### src/rtl/dircc_node_processing_mem_reader.sv
// Avalon-MM read master for the 16-bit second port of a node processing memory.
// Streams LEN words starting at BASE out on an Avalon-ST source with sop/eop framing,
// so node hardware can drain messages without a CPU copy loop.
//
// Ports:
//   clk, reset_n                 clock, asynchronous active-low reset
//   start, base, len             transfer request (base/len sampled with start)
//   busy, done, err              status; done/err are one-cycle pulses
//   mem_*                        Avalon-MM read master (1-cycle fixed read latency)
//   out_data/valid/ready/sop/eop Avalon-ST source
//   csum                         only with DIRCC_MEM_READER_CSUM_EN defined: ones-complement
//                                sum of all streamed words of the last transfer
//
// Optional feature macro: DIRCC_MEM_READER_CSUM_EN
module dircc_node_processing_mem_reader #(
  parameter int unsigned ADDR_W     = 14,
  parameter int unsigned DATA_W     = 16,
  parameter int unsigned DEPTH      = 15000,
  parameter int unsigned LEN_W      = 14,
  parameter int unsigned FIFO_DEPTH = 4
) (
  input  logic              clk,
  input  logic              reset_n,
  input  logic              start,
  input  logic [ADDR_W-1:0] base,
  input  logic [LEN_W-1:0]  len,
  output logic              busy,
  output logic              done,
  output logic              err,
  output logic [ADDR_W-1:0] mem_address,
  output logic              mem_chipselect,
  output logic              mem_write,
  output logic [1:0]        mem_byteenable,
  output logic              mem_clken,
  input  logic [DATA_W-1:0] mem_readdata,
  output logic [DATA_W-1:0] out_data,
  output logic              out_valid,
  input  logic              out_ready,
  output logic              out_sop,
  output logic              out_eop
`ifdef DIRCC_MEM_READER_CSUM_EN
  ,
  output logic [15:0]       csum
`endif
);

  localparam int unsigned PtrW = $clog2(FIFO_DEPTH);
  localparam int unsigned CntW = PtrW + 1;
  localparam logic [ADDR_W-1:0] LastAddr = ADDR_W'(DEPTH - 1);
  localparam logic [LEN_W:0]    DepthLen = (LEN_W + 1)'(DEPTH);

  typedef enum logic [1:0] {StIdle, StRead, StDrain} state_e;

  state_e state_q, state_d;

  logic [ADDR_W-1:0] addr_q;
  logic [LEN_W-1:0]  remain_q;    // reads still to issue
  logic              first_q;     // next read issued carries sop
  logic              inflight_q;  // read issued last cycle, data on mem_readdata now
  logic              infl_sop_q, infl_eop_q;
  logic              done_q, err_q;

  logic [DATA_W-1:0] fifo_data_q [FIFO_DEPTH];
  logic              fifo_sop_q  [FIFO_DEPTH];
  logic              fifo_eop_q  [FIFO_DEPTH];
  logic [PtrW-1:0]   wr_ptr_q, rd_ptr_q;
  logic [CntW-1:0]   count_q;

  logic bad_req, start_ok, room, issue, last_issue, pop, pop_eop;

  assign bad_req    = (base > LastAddr) || ({1'b0, len} > DepthLen);
  assign start_ok   = start && (state_q == StIdle) && !bad_req;
  // Reserve a slot for the in-flight read so the memory never has to stall.
  assign room       = (count_q + CntW'(inflight_q)) < CntW'(FIFO_DEPTH);
  assign issue      = mem_chipselect;
  assign last_issue = issue && (remain_q == LEN_W'(1));
  assign pop        = out_valid && out_ready;
  assign pop_eop    = pop && out_eop;

  // State register
  always_ff @(posedge clk or negedge reset_n) begin
    if (!reset_n) begin
      state_q <= StIdle;
    end else begin
      state_q <= state_d;
    end
  end

  // Next-state logic
  always_comb begin
    state_d = state_q;
    unique case (state_q)
      StIdle:  if (start_ok && (len != '0)) state_d = StRead;
      StRead:  if (last_issue) state_d = StDrain;
      StDrain: if (pop_eop) state_d = StIdle;
      default: state_d = StIdle;
    endcase
  end

  // Outputs
  always_comb begin
    busy           = (state_q != StIdle);
    mem_chipselect = (state_q == StRead) && room;
  end

  assign mem_address    = addr_q;
  assign mem_write      = 1'b0;
  assign mem_byteenable = 2'b11;
  assign mem_clken      = 1'b1;
  assign done           = done_q;
  assign err            = err_q;
  assign out_valid      = (count_q != '0);
  assign out_data       = fifo_data_q[rd_ptr_q];
  assign out_sop        = out_valid && fifo_sop_q[rd_ptr_q];
  assign out_eop        = out_valid && fifo_eop_q[rd_ptr_q];

  // Read issue and status pulses
  always_ff @(posedge clk or negedge reset_n) begin
    if (!reset_n) begin
      addr_q     <= '0;
      remain_q   <= '0;
      first_q    <= 1'b0;
      inflight_q <= 1'b0;
      infl_sop_q <= 1'b0;
      infl_eop_q <= 1'b0;
      done_q     <= 1'b0;
      err_q      <= 1'b0;
    end else begin
      done_q     <= (start_ok && (len == '0)) || pop_eop;
      err_q      <= start && (state_q == StIdle) && bad_req;
      inflight_q <= issue;
      infl_sop_q <= issue && first_q;
      infl_eop_q <= last_issue;
      if (start_ok) begin
        addr_q   <= base;
        remain_q <= len;
        first_q  <= 1'b1;
      end else if (issue) begin
        // Wrap at the memory depth, not at the address-width boundary.
        addr_q   <= (addr_q == LastAddr) ? '0 : addr_q + ADDR_W'(1);
        remain_q <= remain_q - LEN_W'(1);
        first_q  <= 1'b0;
      end
    end
  end

  // Output FIFO; written unconditionally when read data returns
  always_ff @(posedge clk or negedge reset_n) begin
    if (!reset_n) begin
      for (int i = 0; i < FIFO_DEPTH; i++) begin
        fifo_data_q[i] <= '0;
        fifo_sop_q[i]  <= 1'b0;
        fifo_eop_q[i]  <= 1'b0;
      end
      wr_ptr_q <= '0;
      rd_ptr_q <= '0;
      count_q  <= '0;
    end else begin
      if (inflight_q) begin
        fifo_data_q[wr_ptr_q] <= mem_readdata;
        fifo_sop_q[wr_ptr_q]  <= infl_sop_q;
        fifo_eop_q[wr_ptr_q]  <= infl_eop_q;
        wr_ptr_q              <= wr_ptr_q + PtrW'(1);
      end
      if (pop) rd_ptr_q <= rd_ptr_q + PtrW'(1);
      unique case ({inflight_q, pop})
        2'b10:   count_q <= count_q + CntW'(1);
        2'b01:   count_q <= count_q - CntW'(1);
        default: count_q <= count_q;
      endcase
    end
  end

`ifdef DIRCC_MEM_READER_CSUM_EN
  logic [15:0] csum_q;
  logic [16:0] csum_sum;

  assign csum_sum = {1'b0, csum_q} + {1'b0, out_data[15:0]};
  assign csum     = csum_q;

  always_ff @(posedge clk or negedge reset_n) begin
    if (!reset_n) begin
      csum_q <= '0;
    end else if (start_ok) begin
      csum_q <= '0;
    end else if (pop) begin
      // End-around carry
      csum_q <= csum_sum[15:0] + {15'b0, csum_sum[16]};
    end
  end
`endif

endmodule
### config.mk
export PLATFORM = sky130hd
export DESIGN_NAME = dircc_node_processing_mem_reader
export DESIGN_NICKNAME = d
export VERILOG_FILES = /design/src/rtl/dircc_node_processing_mem_reader.sv
export SDC_FILE = /design/constraint.sdc
export NUM_CORES = 1
export LEC_CHECK = 0
export CAP_MARGIN = 40
export CORE_ASPECT_RATIO = 0.8
export CORE_UTILIZATION = 58
export CTS_CLUSTER_SIZE = 20
export DETAILED_ROUTE_END_ITERATION = 6
export PLACE_DENSITY = 0.91
export SLEW_MARGIN = 10
export SYNTH_ARGS = -nofsm -noshare
export SYNTH_HDL_FRONTEND = slang
export SYNTH_SLANG_ARGS = --single-unit
### constraint.sdc
create_clock -name clk -period 5.3 [get_ports clk]
set_input_delay 0.53 -clock clk [delete_from_list [all_inputs] [get_ports clk]]
set_output_delay 0.53 -clock clk [all_outputs]
set_load 0.02 [all_outputs]
# Yosys cells after proc, flatten, opt, wreduce, memory -nomap -nowiden
# Index checks and enable logic that the tools add are counted.
[op_classes] n_bitwise=2 multipliers=0 reduce_logical=24 shift=0 n_div=0 order_cmp=6 n_addsub=7 n_eq_ne=9 muxes=28
[op_table] operator="$mux 14" n=5
[op_table] operator="$bwmux 64" n=1
[op_table] operator="$mux 16" n=3
[op_table] operator="$bmux 16 s2" n=1
[op_table] operator="$demux 16 s2" n=1
[op_table] operator="$gt 14x14->1 const B" n=2
[op_table] operator="$add 14x1->14 const B" n=1
[op_table] operator="$eq 14x1->1 const B" n=1
[op_table] operator="$eq 14x14->1 const B" n=1
[op_table] operator="$logic_not 14->1" n=1
[op_table] operator="$reduce_bool 14->1" n=1
[op_table] operator="$sub 14x1->14 const B" n=1
[op_table] operator="$logic_and 1x1->1" n=13
[op_table] operator="$bwmux 4" n=2
[op_table] operator="$mux 1" n=7
[op_table] operator="$ge 3x3->1 const B" n=2
[op_table] operator="$mux 2" n=3
[op_table] operator="$not 2->3" n=2
[op_table] operator="$pmux 2 s3" n=1
[op_table] operator="$pmux 3 s2" n=1
[op_table] operator="$reduce_bool 2->1" n=3
[op_table] operator="$add 2x1->2 const B" n=2
[op_table] operator="$bmux 1 s2" n=2
[op_table] operator="$eq 2x1->1 const B" n=2
[op_table] operator="other kinds (14)" n=17
[totals] elab_cells=100 mem_bits_ro=0 in_bits=48 latchBits=0 mem_count=0 output_inout_bits=41 ram_bits=0 ff_bits=115

# Logic depth before layout (Yosys ltp)
[logic_depth] word_depth=8 mapped_depth=8 ltp_nobuf=8

# Worst setup path after synthesis
# OpenSTA, ideal clock, no wires.
[synth_path] kind="input -> register" startpoint="in len[10]" endpoint="reg remain_q[10]" arrival_time_ps=2312 cell_stages=7 setup_time_ps=126 n_path_buf=2 path_slack_ps=2862 required_time_ps=5174 cell_sequence="or3_1 > or3_1 > a211o_1 > and2_1 > buf_6 > buf_6 > a221o_1"
[synth_between] elab_chain_len=5 elab_cells_between_ends=6 cone_classes="order compare (1); mux (1); reduce/logical (4)"
[synth_lines] item="start: declaration" line="26" rtl="input logic [LEN_W-1:0] len,"
[synth_lines] item="$gt 14x14->1" line="71" rtl="assign bad_req = (base > LastAddr) || ({1'b0, len} > DepthLen);"
[synth_lines] item="$logic_or 1x1->1" line="71"
[synth_lines] item="$logic_not 1->1" line="72" rtl="assign start_ok = start && (state_q == StIdle) && !bad_req;"
[synth_lines] item="$logic_and 1x1->1" line="72"
[synth_lines] item="$mux 14 / $reduce_bool 2->1 (equally long branches)"
[synth_lines] item="end signal: assignment" line="136" rtl="remain_q <= len;"
[synth_lines] item="end signal: assignment" line="141" rtl="remain_q <= remain_q - LEN_W'(1);"
[synth_lines] item="end: declaration" line="57" rtl="logic [LEN_W-1:0] remain_q;"
# Parallel ways exist; a longest one is shown, timed or not.
# A chain may end at the register's enable or synchronous reset.

# Final worst setup path
[layout_path] startpoint="reg inflight_q" endpoint="out mem_chipselect"
[layout_between] elab_chain_len=3
[layout_lines] item="start: declaration" line="59" rtl="logic inflight_q;"
[layout_lines] item="start signal: assignment" line="131" rtl="inflight_q <= issue;"
[layout_lines] item="$add 3x1->3" line="74" rtl="assign room = (count_q + CntW'(inflight_q)) < CntW'(FIFO_DEPTH);"
[layout_lines] item="$lt 3x3->1" line="74"
[layout_lines] item="$logic_and 1x1->1" line="103" rtl="mem_chipselect = (state_q == StRead) && room;"
[layout_lines] item="end: declaration" line="31" rtl="output logic mem_chipselect,"
# Every way passes these cells.

==> metrics.md <==
| Metric | Value |
|---|---|
| DRT Pass-1 Iters | 7 |
| TritonCTS Buffers | 17 |
| F_max | 319 MHz |
| Post-layout min period | 3.14 ns |
| Final setup fails | 0 |
| Met1 wire length | 5.46 mm |
| Met2 wire len | 6.96 mm |
| Vias in the first global route | 4444 |
| Post-synth EDFFs | 0 |
| DP Wirelength | 8.83 mm |
| CTS H-tree lvls | 4 |
| Max Used Layer | met4 |
| Routed wl met3 | 1.12 mm |
| DRC violations left | 3 |
| Layout net count | 595 |
| Row count | 31 |
| Die area | 0.0101 sq mm |
| Cell count after synthesis | 449 |
| Worst vdd ir | 0.000332 V |
| Vias post-DR | 4292 |
| First-pass GRT wire length | 22.4 mm |
| # Post-CTS Setup Buffers | 0 |
| Hold Slack | 0.214 ns |
| Total GRT Usage | 0.293 |
| Post-synthesis cell area | 0.00565 sq mm |
| Unique masters post-synth | 51 |
| FF+latch count, synth | 115 |
| Grt ovf | 0 |
| Ant. Diodes | 0 |
| Layout cells sized above 1 | 0.247 |
| P&R area growth vs syn | 26.6% |
| Area share of the largest cell type after synthesis | 0.509 |
| Critical Path AT | 2.61 ns |
| Outcome | finished with violations |
| Initial core utilization | 0.609 |
| GP Congestion | 0.928 |
| Fillers | 550 |
| IO buf count | 84 |
| Die Ht | 90.3 um |
| Clock buffer depth | 2 |
| Post-Route WL | 13.8 mm |
| Slew Viols, Final | 0 |
| Die Wd | 112 um |
| Clock sink total | 115 |
| Top cells by area, synth | dfrtp_1 51%, mux2_2 15%, mux4_2 7.2%, a221o_1 3.5%, nand2_1 2.1% |
| Setup Skew | 0.00744 ns |
| Antenna violations before repair | 0 |
| Routed len/inst | 20.8 um |
| Area leader, netlist | dfrtp_1 |
| Critical Path Fanout Max | 16 |
| Worst slew margin | 0.373 |
| PwrDens | 634 mW/mm^2 |
| Critical Path Start Type | register |
| CP Capture Type | primary output |
| Cts repair resizes | 0 |
| Core area | 0.00927 sq mm |
| Syn_area_per_cell | 12.6 sq um |
| Largest net degree at the start of global routing | 70 |
| Root buf cell | clkbuf_16 |
| Predominant post-synthesis flop cell | dfrtp_1 |
| Endpoints failing hold | 0 |
| ANT nets after route | 0 |
| Initial drt markers | 244 |
| Maxcap violations | 0 |
| DR vias/cell | 6.45 |
| Unrepaired setup endpoints after global routing | no |
| Multi-input gate area | 0.00259 sq mm |
| CTS tree | built |
| Synth warn | 0 |
| Failing checks | design-rule violations |
| Slowest stage cell on the critical path | clkdlybuf4s50_1 |
| Worst-margin pin slew | 0.940 ns |
| Crit-path cells | and4_1 -> o21ai_1 -> buf_4 -> inv_1 -> clkdlybuf4s50_1 |
| Synth async-reset ratio | 1.00 |
| Worst-Skew Late Latency | 0.41 ns |
| Max incr delay on CP | 0.70 ns |
| Crit path kind | register to primary output |
| Clk slew on worst S/H paths | 0.06 ns |
| Post-Route Setup TNS | 0 ns |
| Static Leakage | 3.02 nW |
| # IOs | 89 |
| FF+latch area | 0.00288 sq mm |
| Data required, critical path | 4.77 ns |
| Cts hold-fix bufs | 0 |
| Final worst path period share | 0.592 |
| Sequential share of the synthesized area | 0.509 |
| Hold Crit Class | primary input to asynchronous set/reset pin |
## critical path, delay by kind of cell (launching register included)
family	cells	cell delay, ns
flip-flops	1	0.54
AND/OR/NAND/NOR	1	0.29
buffers and inverters	3	1.29
AO/OA/AOI/OAI	1	0.07
## routing by layer
layer,track usage,vias to the layer above
met5,0,-
met4,0.126,0
met1,0.369,2159
met3,0.0705,39
met2,0.485,225
li1,-,1869
## layout make-up
class,count,area share
clock buffers,17,0.0595
clock inverters,14,0.0187
inverters,16,0.00840
multi-input cells,297,0.363
flip-flops and latches,115,0.402
well taps,115,0.0201
repair buffers,91,0.128
## path summary, 6_finish.rpt
check / startpoint / endpoint / slack [ns] / depth (start not counted)
max: inflight_q / mem_chipselect / 2.16 / 5
min: reset_n / fifo_data_q[33] / 0.21 / 1
max reg2reg: mem_address[5] / mem_address[7] / 2.60 / 5
min reg2reg: first_q / first_q / 0.49 / 2
max in group asynchronous: reset_n / remain_q[0] / 3.96 / 2
min in group clk: first_q / first_q / 0.49 / 2
## sequential cells by signal, summed over array words and instances (netlist names)
name         count
infl_sop_q       1
rd_ptr_q         2
infl_eop_q       1
remain_q        14
mem_address     14
fifo_data_q     64
fifo_eop_q       4
done             1
fifo_sop_q       4
first_q          1
err              1
count_q          3
wr_ptr_q         2
state_q          2
inflight_q       1
## cells in the mapped netlist, types with 2 or more instances
library cell and number:
nand3b_1 2, dfrtp_1 115, inv_1 16, a221o_1 20
a31o_2 2, mux2_2 74, nand4_1 3, and2_1 2
o211ai_1 2, ha_1 8, buf_6 3, nor4_1 11
or3_1 7, or4bb_1 2, nor3_1 7, clkbuf_1 10
nor2_1 11, buf_2 4, buf_1 2, o21ai_0 11
nor2b_1 4, xor2_1 5, and3_1 6, o31ai_1 4
conb_1 2, xnor2_1 7, buf_4 4, a21oi_1 16
nand2_1 31, a211o_1 4, or4_1 4, mux4_2 18
nand3_1 11, nand2b_1 4
## through the flow
step | std cells | area (sq um) | power, W | utilization | setup WS [ns]
final | 665 | 7150 | 0.00454 | 0.771 | 2.16
after CTS | 664 | 7140 | 0.00455 | 0.770 | 2.18
after detailed placement | 633 | 6580 | 0.00343 | 0.710 | 1.97
after global routing | 665 | 7150 | 0.00476 | 0.771 | 2.05
after floorplan | 451 | 5660 | 0.00273 | - | 2.86
after global placement | 630 | 6540 | 0.00327 | 0.705 | 1.95
## logic make-up (layout without fill, tap and decap cells)
family / after synthesis / count (layout) / synth area share
adder cells (fa/ha/maj): 9 / 9 / 0.0213
buffers and inverters: 39 / 138 / 0.0334
multiplexers: 93 / 93 / 0.221
flip-flops: 115 / 115 / 0.509
AND/OR/NAND/NOR: 111 / 111 / 0.106
AO/OA/AOI/OAI: 68 / 68 / 0.0893
other: 2 / 4 / 0.00133
XOR/XNOR: 12 / 12 / 0.0186
## cells in the final DEF (no fill, tap or decap), types with 6 or more instances in the layout
cell type        netlist  routed
and3_1                 6       6
inv_1                 16      16
nand2_1               31      31
a21oi_1               16      15
ha_1                   8       8
nor3_1                 7       7
nand3_1               11      11
mux2_2                74      74
clkdlybuf4s50_1        0      83
dfrtp_1              115     115
mux4_2                18      18
xnor2_1                7       7
or3_1                  7       7
nor2_1                11      11
nor4_1                11      11
a221o_1               20      20
clkbuf_16              0      17
o21ai_0               11      11
clkinv_4               0       7
## power breakdown
| part | internal (W) | leakage [nW] | switching (W) | total [W] |
|---|---|---|---|---|
| clock network | 0.000646 | 0.270 | 0.000424 | 0.00107 |
| logic | 0.00102 | 1.35 | 0.000888 | 0.00191 |
| registers | 0.00124 | 1.40 | 0.000318 | 0.00156 |
| total | 0.00291 | 3.02 | 0.00163 | 0.00454 |
Power figures use the tool's default switching activity.
